**src/rtl/uart_pkg.sv**
```systemverilog
// Shared UART definitions: FSM state encoding, standard divisor and divider sizing.
// The transmit side reuses these so both directions agree on encodings.
package uart_pkg;

  typedef enum logic [2:0] {IDLE, START, DATA, STOP, BREAK} uart_state_e;

  localparam int UART_DIV_115200 = 434;

  // Bits needed for a down-counter that reloads with div-1.
  function automatic int div_width(input int div);
    return (div <= 2) ? 1 : $clog2(div);
  endfunction

endpackage

```
**src/rtl/sync_ff.sv**
```systemverilog
// N-stage single-bit synchroniser for an asynchronous input.
// Resets to 1 so an idle-high serial line never looks like a start bit.
module sync_ff #(
  parameter int N = 2
) (
  input  logic clk,
  input  logic reset_in,
  input  logic d,
  output logic q
);

  logic [N-1:0] stg;

  always_ff @(posedge clk) begin
    if (!reset_in) stg <= '1;
    else           stg <= {stg[N-2:0], d};
  end

  assign q = stg[N-1];

endmodule

```
**src/rtl/uart_rx.sv**
```systemverilog
// 8N1 UART receiver: start-bit validation, mid-bit sampling, stop check,
// and a single-entry holding register with a valid/ack handshake.
module uart_rx
  import uart_pkg::*;
#(
  parameter int CLK_DIV     = UART_DIV_115200,
  parameter int SYNC_STAGES = 2
) (
  input  logic       clk,
  input  logic       reset_in,
  input  logic       rxd,
  output logic [7:0] rx_data,
  output logic       rx_valid,
  input  logic       rx_ack,
  output logic       overrun,
  output logic       frame_err,
  output logic       busy
);

  localparam int             DW      = div_width(CLK_DIV);
  localparam logic [DW-1:0]  HALF_LD = DW'(CLK_DIV/2 - 1);
  localparam logic [DW-1:0]  FULL_LD = DW'(CLK_DIV - 1);

  logic          rxs;
  uart_state_e   state;
  logic [DW-1:0] div_cnt;
  logic [2:0]    bit_idx;
  logic [7:0]    shreg;
  logic          tick;
  logic          commit;

  sync_ff #(.N(SYNC_STAGES)) u_sync (
    .clk      (clk),
    .reset_in (reset_in),
    .d        (rxd),
    .q        (rxs)
  );

  assign tick   = (div_cnt == '0);
  assign commit = (state == STOP) && tick && rxs;

  always_ff @(posedge clk) begin
    if (!reset_in) begin
      state     <= IDLE;
      div_cnt   <= '0;
      bit_idx   <= '0;
      shreg     <= '0;
      rx_data   <= '0;
      rx_valid  <= 1'b0;
      overrun   <= 1'b0;
      frame_err <= 1'b0;
      busy      <= 1'b0;
    end else begin
      frame_err <= 1'b0;
      if (state != IDLE && state != BREAK)
        div_cnt <= tick ? FULL_LD : div_cnt - 1'b1;

      // A commit with a simultaneous ack replaces the byte; overrun is left alone.
      if (commit) begin
        if (!rx_valid) begin
          rx_data  <= shreg;
          rx_valid <= 1'b1;
        end else if (rx_ack) begin
          rx_data  <= shreg;
        end else begin
          overrun  <= 1'b1;
        end
      end else if (rx_ack && rx_valid) begin
        rx_valid <= 1'b0;
        overrun  <= 1'b0;
      end

      case (state)
        IDLE: if (!rxs) begin
          div_cnt <= HALF_LD;
          state   <= START;
          busy    <= 1'b1;
        end
        START: if (tick) begin
          if (rxs) begin
            state <= IDLE;
            busy  <= 1'b0;
          end else begin
            bit_idx <= '0;
            state   <= DATA;
          end
        end
        DATA: if (tick) begin
          shreg[bit_idx] <= rxs;
          bit_idx        <= bit_idx + 1'b1;
          if (bit_idx == 3'd7) state <= STOP;
        end
        STOP: if (tick) begin
          if (rxs) begin
            state <= IDLE;
            busy  <= 1'b0;
          end else begin
            frame_err <= 1'b1;
            state     <= BREAK;
          end
        end
        // Held-low line after a bad stop: only a return to idle re-arms start detection.
        BREAK: if (rxs) begin
          state <= IDLE;
          busy  <= 1'b0;
        end
        default: begin
          state <= IDLE;
          busy  <= 1'b0;
        end
      endcase
    end
  end

endmodule
```
**config.mk**
```make
export PLATFORM = sky130hd
export DESIGN_NAME = uart_rx
export DESIGN_NICKNAME = d
export VERILOG_FILES = /design/src/rtl/uart_pkg.sv /design/src/rtl/sync_ff.sv /design/src/rtl/uart_rx.sv
export SDC_FILE = /design/constraint.sdc
export NUM_CORES = 1
export LEC_CHECK = 0
export ABC_AREA = 1
export BUFFER_PORTS_ARGS = -buffer_cell sky130_fd_sc_hd__buf_2
export CAP_MARGIN = 10
export CELL_PAD_IN_SITES_DETAIL_PLACEMENT = 1
export CELL_PAD_IN_SITES_GLOBAL_PLACEMENT = 2
export CORE_MARGIN = 3
export CORE_UTILIZATION = 37
export CTS_BUF_LIST = sky130_fd_sc_hd__clkbuf_2
export DETAILED_ROUTE_END_ITERATION = 12
export PLACE_DENSITY_LB_ADDON = 0.1
export SLEW_MARGIN = 20
export SYNTH_ARGS = -nofsm -noshare
export SYNTH_HDL_FRONTEND = slang
export SYNTH_HIERARCHICAL = 1
export SYNTH_SLANG_ARGS = --single-unit
```
**constraint.sdc**
```tcl
create_clock -name clk -period 4.5 [get_ports clk]
set_input_delay 0.225 -clock clk [delete_from_list [all_inputs] [get_ports clk]]
set_output_delay 0.225 -clock clk [all_outputs]
set_load 0.01 [all_outputs]
```
**After elaboration in Yosys (flattened, before gate mapping)**

Cells that the tools add are included.

- Bitwise gates (word level): 1
- Reduce and logical (&&, ||, !) cells: 18
- Muxes and demuxes: 32
- $lt $le $gt $ge: 2
- Equal/unequal tests: 17
- Add/subtract/negate cells: 2

Operators with widths:

| cell | number |
|---|---|
| 2-to-1 mux 9 bit | 4 |
| 2-to-1 mux 3 bit | 10 |
| 2-to-1 mux 8 bit | 2 |
| inequality test 2 bit, second input constant | 8 |
| case mux 3 bit (5 select lines) | 1 |
| 2-to-1 mux 1 bit | 10 |
| zero test 9 bit | 1 |
| AND reduction 3 bit | 3 |
| subtractor 9 x 1 -> 9 bit, second input constant | 1 |
| bitwise mux 8 bit | 1 |
| equality test 3 x 2 -> 1 bit, second input constant | 2 |
| equality test 3 bit, second input constant | 2 |
| inequality test 2 x 1 -> 1 bit, second input constant | 3 |
| case mux 3 bit (2 select lines) | 1 |
| AND reduction 6 bit | 1 |
| logical AND 1 bit | 5 |
| < comparator 3 x 4 -> 1 bit, second input constant | 1 |
| case mux 1 bit (4 select lines) | 1 |
| AND reduction 2 bit | 2 |
| AND reduction 4 bit | 1 |
| nonzero test 2 bit | 2 |
| adder 3 x 1 -> 3 bit, second input constant | 1 |
| demux 1 bit (select 3 bit) | 1 |
| equality test 3 x 1 -> 1 bit, second input constant | 1 |
| 7 further kinds | 7 |

- Logic and storage cells: 82
- Bits in registers: 37
- Input port bits: 4
- Output and inout port bits: 12

**Logic depth before layout (Yosys ltp)**

Gate-level depths: netlist (run 1).

- Depth after elaboration: 5
- Depth in mapped cells: 11
- Depth with buffers taken out: 10

**Modules after synthesis**

Netlist (run 1), hierarchy kept.

By module, submodules not included:

| module | times used | cells each | seq. area each (µm²) | area each (µm²) |
|---|---|---|---|---|
| uart_rx | 1 | 253 | 700.7 | 1740.4 |
| sync_ff | 1 | 6 | 40.0 | 55.1 |

**Worst setup path after synthesis (run 1)**

OpenSTA, ideal clock, no wires.

- Kind: reg2reg
- Start point: reg div_cnt[0]
- End point: reg div_cnt[3]
- Period minus slack after synthesis: 1444 ps
- Stages on the path, launching flop included: 10
- Slack: 3056 ps
- Data arrival time: 1316 ps
- Path through: dfxtp_1 -> inv_1 -> ha_1 -> nand2_2 -> nor2_4 -> nand2_4 -> nor2_1 -> inv_1 -> a21oi_1 -> nor2_1

- Longest elaborated chain between the ends: 5

RTL lines:

| what | RTL line | RTL |
|---|---|---|
| start, declared | uart_rx.sv:26 | `logic [DW-1:0] div_cnt;` |
| start signal, assigned | uart_rx.sv:56 | `div_cnt <= tick ? FULL_LD : div_cnt - 1'b1;` |
| subtractor 9 x 1 -> 9 bit / zero test 9 bit (equally long branches) | uart_rx.sv:56, uart_rx.sv:39 |  |
| 2-to-1 mux 9 bit * | uart_rx.sv:56 |  |
| 2-to-1 mux 9 bit * | uart_rx.sv:55 | `if (state != IDLE && state != BREAK)` |
| 2-to-1 mux 9 bit | uart_rx.sv:74 | `IDLE: if (!rxs) begin` |
| 2-to-1 mux 9 bit * | uart_rx.sv:73 | `case (state)` |

Mark *: on every way between the ends. The rest lies on a longest branch, timed or not.
A chain may end at the register's enable or synchronous reset.

**Worst setup path after layout (run 1)**

- Start point: reg u_sync.stg[1]
- End point: reg div_cnt[0]

- Longest elaborated chain between the ends: 2

RTL lines:

| what | RTL line | RTL |
|---|---|---|
| start, declared | sync_ff.sv:12 | `logic [N-1:0] stg;` |
| start signal, assigned | sync_ff.sv:16 | `else stg <= {stg[N-2:0], d};` |
| 2-to-1 mux 9 bit | uart_rx.sv:74 |  |
| 2-to-1 mux 9 bit | uart_rx.sv:73 |  |

Every way passes these cells.

==> results of run 1 <==
-- worst min-delay path by stage --
stage	endpoint	startpoint	slack [ns]	cells past startpoint
global route	rx_data[1]$_SDFFE_PN0P_	reset_in	0.18	3
CTS	overrun$_SDFFE_PN0P_	rx_ack	0.16	6
floorplan	u_sync/stg[0]$_SDFF_PN1_	reset_in	0.29	1
global placement	u_sync/stg[1]$_SDFF_PN1_	u_sync/stg[0]$_SDFF_PN1_	0.38	2
detailed placement	u_sync/stg[1]$_SDFF_PN1_	u_sync/stg[0]$_SDFF_PN1_	0.40	2
finish	overrun$_SDFFE_PN0P_	rx_ack	0.18	6
-- cell type report --
class                           instances  share of cell area (%)
Multi-Input combinational cell        179                    43.6
Inverter                               38                    7.17
Clock inverter                          3                    3.24
Tap cell                               52                    3.24
Timing Repair Buffer                   17                    4.61
Sequential cell                        37                    36.9
Clock buffer                            5                    1.25
-- layer usage --
layer,vias to the layer above,GRT usage (%)
li1,854,-
met1,736,20.9
met2,16,25.4
met3,6,3.17
met4,0,5.24
met5,-,0
-- cell usage after synthesis --
cell	count
nand2_1	67
nor2_1	39
dfxtp_1	37
inv_1	29
a21oi_1	21
nand3_1	21
inv_2	7
o21ai_0	6
nand2_2	5
ha_1	3
nand4_1	3
a31oi_1	2
buf_6	2
clkbuf_1	2
nor2_4	2
buf_2	1
clkinv_1	1
clkinv_2	1
nand2_4	1
nand3_2	1
nand4_4	1
nor2_8	1
nor3_1	1
nor3_4	1
nor4_1	1
o2111ai_1	1
o21a_1	1
xor2_1	1
-- where the power goes --
part / switching (uW) / leakage [uW] / internal [uW]
clock network: 113 / 0.0000529 / 149
logic: 292 / 0.000602 / 135
registers: 35.6 / 0.000300 / 371
-- flip-flops by register name, summed over array words and instances, names as in the netlist --
register / flops
busy: 1
rx_data: 8
state: 3
u_sync/stg: 2
div_cnt: 9
overrun: 1
bit_idx: 3
rx_valid: 1
shreg: 8
frame_err: 1
-- critical path, stage by stage (launching register included) --
cell and delay (ns):
dfxtp_1 0.73, inv_1 0.12, nand2_1 0.11, nor2_1 0.10, nor2_1 0.23, o21ai_0 0.13, a31oi_1 0.16
-- cells by family after synthesis --
logic type,after synthesis,share of synthesized area [%]
and+or+nand+nor,144,37.1
buffers and inverters,43,9.96
DFF,37,41.3
AOI/OAI and AO/OA,31,9.13
adders and majority gates,3,2.09
xor gates and xnor gates,1,0.488
-- metrics by stage --
stage | util (%) | cell area [sq um]
2_1_floorplan | - | 1800
3_3_place_gp | 42.4 | 1910
3_5_place_dp | 42.4 | 1910
4_1_cts | 44.6 | 2010
5_1_grt | 44.6 | 2010
6_report | 44.6 | 2010
==> run metrics, run 1 <==
FF+latch area=741 sq um; Cell variety after synth=28; element type at the critical path end=flip-flop; largest area contributor in the netlist=dfxtp_1; Initial Utilization=39.9%; number of max-cap violations=0; routed wl met3=97 um; Non-Filler Instances=331; clock buffer depth=2; Worst-path clk slew=0.19 ns; drc violations=0; vias in the first global route=1541; row cnt=24; outcome=completed; area of the multi-input gates=876 sq um; Seq/Total Area, Yosys=41.3%; fin worst setup slack=2.87 ns; Final setup viols=0; Max Fclk=612 MHz; worst-skew pair later-pin latency=0.39 ns; initial antenna violation count=0; top cell type's share of synthesized area=41.3%; crit path kind=reg -> reg; Num CTS Buffers=5; crit start category=flip-flop; VDD IR-drop max=~0.28 mV; syn_nets=266; Tmin final=1.63 ns; post-cts resize count=0; Die Wd=75.7 um; final antenna-violating net count=0; gpl congestion=a little under 0.8; # Post-CTS Setup Buffers=0; via density per instance=4.87; Hold Crit Class=in -> reg; Vias=1612; drt total wl=3860 um; Core Area=4500 sq um; share of layout cells above drive strength 1=15.8%; Congestion Overflow GR=0; Layout Area Growth over Synthesis=11.8%; RSZ-0062 raised after global routing=no; Total GRT Usage=15.7%; DR iter-0 viols=38; Top Layer Used=met4; Critical Path Start=u_sync/stg[1]$_SDFF_PN1_; CTS tree=yes; Die Area=5720 sq um; fin crit share=36.3%; syn_area_per_cell=roughly 7 sq um; Leakage=~0.00095 uW; Worst Setup EP=div_cnt[0]$_SDFF_PN0_; met2 WL post-DR=1730 um; Power per Cell Area=between 500 and 600 nW/um^2; mapped cell area=1800 sq um; r2r startpoint=u_sync/stg[1]$_SDFF_PN1_; pins over their slew limit=0; clock sink total=37; Post-CTS Hold Fix Bufs=1; Root Driver=clkbuf_2; synth warn=6; clock skew=0.0193 ns; Pwr Total=1100 uW; Syn Inst Count=around 260; PortBufs=15; number of cells after detailed placement=322; Pre-antenna DRT Iters=4; IO Count=16; worst slew pin tran=slightly below 0.6 ns; final hold vios=0; pre-CTS setup slack=~2.8 ns; Setup TNS Final=0 ns; commonest non-fill, non-tap cell in the layout=nand2_1; reg2reg setup slack=around 2.9 ns; Yosys reg bits=37; worst-path fanout max=15; CP Data Arrival Time=1.94 ns; M1 WL=between 1500 and 2000 um; Die H=75.7 um; H-tree depth=2; largest cells by area after synthesis=dfxtp_1 41%, nand2_1 14%, nor2_1 8.2%, inv_1 6.1%, a21oi_1 5.9%; NumNets Final=285; DP HPWL=2800 um; most frequent cells in the layout=67 x nand2_1, 39 x nor2_1, 37 x dfxtp_1; Relative slew margins=a little over 60%; R2R Path End=div_cnt[0]$_SDFF_PN0_; Antenna diodes=0; largest net degree at the start of global routing=20; WHS=0.183 ns; CP required=about 4.8 ns; r2r worst-path depth=6; first-pass GRT wire length=6980 um; Fillers=608; Routed WL per cell=11.7 um
(Power assumes the default switching activity.)
==> inputs of run 2 (changes only) <==
- ABC_AREA: 1 -> 0
- CORE_UTILIZATION: 37 -> 34
- clock period: 4.5 -> 1.4 ns (I/O delays scaled with it)
==> run 2 against run 1 <==
Against the previous run:
- largest cell class unchanged
- critical path depth rose by 1
- the flow now finishes with violations (setup timing)
- power is 140% higher
- sequential share of layout area fell by 6.3 points
- sequential power rose to 2.8 times the previous value
- critical endpoint is now shreg[2]$_SDFFE_PN0P_
==> run metrics, run 2 <==
outcome=finished, violations left; failing checks=setup timing; syn_nets=185 (-30%); Core Area=4560 sq um (+1.3%); FF+latch area=753 sq um (+1.7%); Layout Area Growth over Synthesis=46.5%; Max Fclk=547 MHz (-11%); Total GRT Usage=17.8% (+2.1 points); crit start category=flip-flop; Cell variety after synth=45 (+61%); pre-CTS setup slack=-0.440 ns (-3.28 ns); CP required=1.74 ns (-3.07 ns); Congestion Overflow GR=0 (unchanged); final antenna-violating net count=0 (unchanged); crit path kind=reg -> reg; Post-synth EDFFs=0 (unchanged); Die Wd=76.3 um (+0.85%); VDD IR-drop max=0.425 mV (+51%); synth warn=6 (unchanged); Net Sw Power=888 uW (+100%); Num CTS Buffers=5 (unchanged); largest cells by area after synthesis=dfxtp_1 44%, mux2i_1 10%, nand2_1 5.6%, a21oi_1 3.0%, ha_1 2.2%; NumNets Final=247 (-13%); Initial Utilization=36.8% (-3.0 points); Setup TNS Final=-11.71 ns (-11.71 ns); Seq/Total Area, Yosys=44.1% (+2.8 points); Placed Area=2100 sq um (+9.8%); first-pass GRT wire length=8350 um (+20%); element type at the critical path end=flip-flop; row cnt=24 (unchanged); final hold vios=0 (unchanged); commonest non-fill, non-tap cell in the layout=buf_4; Die Area=5820 sq um (+1.7%); Root Driver=clkbuf_2; syn_area_per_cell=9.44 sq um (+36%); most frequent cells in the layout=37 x buf_4, 29 x dfxtp_1, 23 x nand2_1; Antenna diodes=0 (unchanged); cell with the most instances after synthesis=dfxtp_1; max FFs per register=9 (unchanged); clock buffer depth=2 (unchanged); fraction of registers with async set/reset=0% (unchanged); Final Instance Area=2460 sq um (+23%); pins over their slew limit=0 (unchanged); r2r worst-path depth=7 (+1); Yosys reg bits=37 (unchanged); power share of the clock group=18.9% (-5.0 points); Pre-antenna DRT Iters=4 (unchanged); DR iter-0 viols=41 (+7.9%); vias in the first global route=1700 (+10%); Syn Inst Count=178 (-31%); share of total power in combinational logic=38.0% (-1.0 points); area of the multi-input gates=1090 sq um (+24%); via density per instance=5.14 (+5.6%); worst hold path depth=3 (-3); number of max-cap violations=0 (unchanged); initial antenna violation count=0 (unchanged); largest net degree at the start of global routing=18 (-10%); fin crit share=131% (+94 points); Fillers=533 (-12%); sequential power share=43.1% (+6.0 points); drt total wl=4940 um (+28%); worst slew pin tran=0.624 ns (+0.0377 ns); top cell type's share of synthesized area=44.1% (+2.8 points); Leakage=0.00110 uW (+15%); Internal=1750 uW (+170%); share of layout cells above drive strength 1=46.9% (+31 points); largest registers=div_cnt: 9 flops, rx_data: 8 flops, shreg: 8 flops; Vias=1573 (-2.4%); largest area contributor in the netlist=dfxtp_1; gpl congestion=0.881 (+11%); Power per Cell Area=1070 nW/um^2 (+96%); Sw Share=33.7% (-6.5 points); clock sink total=37 (unchanged); WHS=0.0347 ns (-0.148 ns); H-tree depth=2 (unchanged); top cells by count, synth=37 x dfxtp_1, 25 x nand2_1, 17 x mux2i_1, 10 x a21oi_1, 10 x nor2_1; Worst-path clk slew=0.21 ns (+0.02 ns); fin worst setup slack=-0.429 ns (-3.30 ns); Die H=76.3 um (+0.85%); Reg with most FFs=div_cnt; RSZ-0062 raised after global routing=yes; Relative slew margins=58.1% (-2.7 points); clock skew=0.0232 ns (+0.00394 ns); DP HPWL=3350 um (+19%); CP Data Arrival Time=2.17 ns (+0.23 ns); worst-skew pair later-pin latency=0.40 ns (about the same); Tmin final=1.83 ns (+0.196 ns); worst-path fanout max=10 (-5); Final setup viols=35 (+35); drc violations=0 (unchanged); PortBufs=15 (unchanged); mapped cell area=1680 sq um (-6.4%); CTS tree=yes; ys flop type=dfxtp_1; Routed WL per cell=16.1 um (+38%); IO Count=16 (unchanged); Hold Crit Class=in -> reg
[run 2: cell types whose count changed in the layout (fill, tap and decap cells not counted), moves of 16 or more]
cell / change
buf_4: +36
inv_1: -28
nand3_1: -18
nand2_1: -44
nor2_1: -32
mux2i_1: +17
a21oi_1: -16
[run 2: power by group through the flow]
stage / logic, uW / clock network, uW / registers, uW
2_1_floorplan: 310 / 0 / 1160
6_report: 1000 / 499 / 1140
4_1_cts: 863 / 518 / 1130
3_5_place_dp: 627 / 0 / 1150
5_1_grt: 1060 / 564 / 1140
3_3_place_gp: 609 / 0 / 1150
[run 2: worst paths after layout]
kind | from | end | slack (ns)
max | div_cnt[1]$_SDFF_PN0_ | shreg[2]$_SDFFE_PN0P_ | -0.43
min | reset_in | rx_data[3]$_SDFFE_PN0P_ | 0.03
max reg2reg | div_cnt[1]$_SDFF_PN0_ | shreg[2]$_SDFFE_PN0P_ | -0.43
min reg2reg | u_sync/stg[0]$_SDFF_PN1_ | u_sync/stg[1]$_SDFF_PN1_ | 0.43
[run 2: kinds of logic (layout without fill, tap and decap cells)]
logic type / count (synthesis) / in the layout / share of synthesized area, %
AND/OR/NAND/NOR: 73 / 73 / 24.8
buffers and inverters: 11 / 74 / 3.43
XOR/XNOR: 5 / 5 / 2.61
flip-flops: 37 / 37 / 44.1
adder cells (fa/ha/maj): 3 / 3 / 2.23
multiplexers: 18 / 18 / 10.8
AO/OA/AOI/OAI: 31 / 31 / 12.1
[run 2: worst max-delay path: stages, from the launching register on]
cell     delay [ns]
dfxtp_2        0.37
inv_2          0.06
ha_4           0.14
or4b_4         0.48
nor3_4         0.16
buf_12         0.15
nor4b_4        0.19
mux2i_1        0.20
[run 2: per-layer routing]
layer / share of wire [%] / wire length [um] / track usage, % / vias to the layer above
met1: 45 / 2210 / 21.3 / 767
met4: 2.1 / 105 / 7.25 / 0
met5: 0 / 0 / 0 / -
li1: - / - / - / 768
met3: 2.8 / 139 / 3.90 / 11
met2: 50 / 2490 / 30.8 / 27
[run 2: final cells by class]
type / instances / area share (%)
Multi-Input combinational cell: 130 / 44.3
Tap cell: 65 / 3.30
Inverter: 3 / 0.458
Timing Repair Buffer: 63 / 19.6
Clock inverter: 3 / 0.712
Sequential cell: 37 / 30.6
Clock buffer: 5 / 1.02
[run 2: repair_timing]
item | CTS | global route
hold buffers | 2 | 0
gates resized for setup | 39 | 15
buffers inserted | 10 | 3
endpoints found under the hold margin | 2 | 0
endpoints found under the setup margin | 34 | 35
pin swaps | 15 | 9
[run 2: stage by stage]
stage	total power (uW)	utilization (%)	instances
after global placement	1760	45.9	284
after floorplan	1470	-	178
after global routing	2770	53.9	306
after detailed placement	1780	45.9	284
final	2630	53.9	306
after CTS	2520	51.7	303
==> inputs of run 3 (changes only) <==
- ABC_AREA: 0 -> 1
- HOLD_SLACK_MARGIN: default -> 0.1
- clock period: 1.4 -> 1.7 ns (I/O delays scaled with it)
==> run 3 against run 2 <==
Against the previous run:
- the flow now finishes without violations
- worst hold slack better by 0.41 ns
- cell count is 16% higher
- setup slack improved by 0.60 ns
- via count is 4.5% higher
- critical endpoint is now div_cnt[0]$_SDFF_PN0_
==> run metrics, run 3 (synthesized netlist as in run 1, its figures left out) <==
Leakage=0.000972 uW (-12%); largest net degree at the start of global routing=20 (+2); DP HPWL=3010 um (-10%); Core Area=4910 sq um (+7.6%); Total GRT Usage=15.4% (-2.4 points); Hold Crit Class=reg -> reg; final antenna-violating net count=0 (unchanged); first-pass GRT wire length=7590 um (-9.1%); sequential power share=37.4% (-5.7 points); share of total power in combinational logic=43.2% (+5.2 points); r2r startpoint=state[1]$_SDFFE_PN0P_; crit-path cells=inv_2, nand2_2, nor2_1, nor2_1, o21ai_0, a31oi_1; CP Data Arrival Time=1.84 ns (-0.33 ns); worst path bufs/invs=1 (-1); Die Area=6190 sq um (+6.3%); Die H=78.7 um (+3.1%); VDD IR-drop max=0.798 mV (+88%); gpl congestion=0.742 (-16%); R2R Path End=div_cnt[0]$_SDFF_PN0_; drt total wl=4430 um (-10%); Final Instance Area=2100 sq um (-15%); WHS=0.441 ns (+0.406 ns); crit path kind=reg -> reg; fin crit share=89.8% (-41 points); Die Wd=78.7 um (+3.1%); Layout Area Growth over Synthesis=17.1%; hold endpoint=u_sync/stg[1]$_SDFF_PN1_; Num CTS Buffers=5 (unchanged); RSZ-0062 raised after global routing=yes; Initial Utilization=36.6% (-0.25 points); largest registers=div_cnt: 9 flops, rx_data: 8 flops, shreg: 8 flops; Net Sw Power=1260 uW (+42%); Fillers=663 (+24%); CTS tree=yes; Relative slew margins=74.0% (+16 points); worst slew pin tran=0.389 ns (-0.235 ns); DR iter-0 viols=67 (+63%); final hold vios=0 (unchanged); Root Driver=clkbuf_2; Slowest cell on crit path=dfxtp_1; Worst-path clk slew=0.18 ns (-0.03 ns); row cnt=25 (+4.2%); worst-path fanout max=10 (unchanged); reg2reg setup slack=0.17 ns (+0.60 ns); hold_sp=u_sync/stg[0]$_SDFF_PN1_; power share of the clock group=19.4% (+0.5 points); clock buffer depth=2 (unchanged); clock skew=0.0308 ns (+0.00756 ns); Pre-antenna DRT Iters=4 (unchanged); crit start category=flip-flop; NumNets Final=293 (+19%); pins over their slew limit=0 (unchanged); r2r worst-path depth=6 (-1); CP required=2.02 ns (+0.28 ns); Reg with most FFs=div_cnt; max FFs per register=9 (unchanged); Setup TNS Final=0 ns (+11.71 ns); drc violations=0 (unchanged); element type at the critical path end=flip-flop; critical path's top delay family=simple AND/OR/NAND/NOR gates; worst hold path depth=2 (-1); Final setup viols=0 (-100%); Tmin final=1.53 ns (-0.303 ns); Placed Area=1960 sq um (-6.6%); Routed WL per cell=12.5 um (-22%); Internal=1630 uW (-6.9%); Power per Cell Area=1370 nW/um^2 (+28%); initial antenna violation count=0 (unchanged); Sw Share=43.7% (+10 points); commonest non-fill, non-tap cell in the layout=nand2_1; clock sink total=37 (unchanged); max incr delay on CP=0.44 ns (-0.04 ns); Vias=1643 (+4.5%); Antenna diodes=0 (unchanged); worst-skew pair later-pin latency=0.41 ns (about the same); share of layout cells above drive strength 1=18.5% (-28 points); Congestion Overflow GR=0 (unchanged); vias in the first global route=1616 (-4.9%); IO Count=16 (unchanged); number of max-cap violations=0 (unchanged); crit-path most repeated cell=nor2_1; pre-CTS setup slack=0.0805 ns (+0.520 ns); most frequent cells in the layout=67 x nand2_1, 39 x nor2_1, 35 x dfxtp_1; Max Fclk=655 MHz (+20%); via density per instance=4.64 (-9.7%); H-tree depth=2 (unchanged); PortBufs=15 (unchanged); outcome=completed; fin worst setup slack=0.174 ns (+0.603 ns)
run 3: cell types whose count changed in the layout (fill, tap and decap cells not counted), moves of 6 or more:
cell / previous run / this run
nor2_1: 7 / 39
nand3_1: 3 / 20
nand2b_1: 6 / 0
mux2i_1: 17 / 0
buf_4: 37 / 5
nand2_1: 23 / 67
buf_6: 8 / 0
a21oi_1: 5 / 20
dfxtp_1: 29 / 35
inv_1: 1 / 29
run 3: worst max path at each step:
| stage | from | endpoint | cells after the start |
|---|---|---|---|
| after floorplan | div_cnt[0]$_SDFF_PN0_ | div_cnt[3]$_SDFF_PN0_ | 9 |
| after global placement | div_cnt[0]$_SDFF_PN0_ | rx_data[5]$_SDFFE_PN0P_ | 9 |
| after detailed placement | div_cnt[0]$_SDFF_PN0_ | rx_data[3]$_SDFFE_PN0P_ | 9 |
| after CTS | div_cnt[0]$_SDFF_PN0_ | rx_data[5]$_SDFFE_PN0P_ | 9 |
| after global routing | div_cnt[0]$_SDFF_PN0_ | rx_data[3]$_SDFFE_PN0P_ | 10 |
| final | state[1]$_SDFFE_PN0P_ | div_cnt[0]$_SDFF_PN0_ | 6 |
run 3: worst min-delay path, stage by stage, from the launching register on:
cell	delay (ns)
dfxtp_1	0.34
inv_1	0.04
nand2_1	0.04
run 3: stage by stage:
step / power (uW) / cells / util (%)
floorplan: 2020 / 259 / -
global placement: 2250 / 341 / 39.8
detailed placement: 2280 / 341 / 39.8
CTS: 2860 / 353 / 42.0
global route: 3160 / 354 / 42.8
finish: 2890 / 354 / 42.8
run 3: power groups by stage:
stage	clock network (uW)	registers, uW	logic (uW)
floorplan	0	1080	942
global route	626	1100	1430
global placement	0	1090	1160
detailed placement	0	1100	1180
finish	560	1080	1250
CTS	585	1080	1190
run 3: repair_timing:
action	in CTS	in global routing
setup endpoints to repair	0	15
hold endpoints to repair	11	0
gates resized for setup	0	8
buffers inserted	0	0
hold buffers	4	0
run 3: per-layer routing:
metal | track usage, % | vias up | share of wire, % | routed length [um]
li1 | - | 871 | - | -
met5 | 0 | - | 0 | 0
met4 | 5.77 | 0 | 1.6 | 69
met3 | 3.78 | 6 | 3.8 | 168
met2 | 23.3 | 20 | 43 | 1900
met1 | 21.0 | 746 | 52 | 2300
run 3: final cells by class:
class | count | area (sq um) | area share, %
well taps | 67 | 83.8 | 3.99
clock buffers | 5 | 25.0 | 1.19
clock inverters | 3 | 41.3 | 1.96
inverters | 38 | 148 | 7.02
repair buffers | 24 | 153 | 7.26
flip-flops and latches | 37 | 743 | 35.4
multi-input cells | 180 | 908 | 43.2
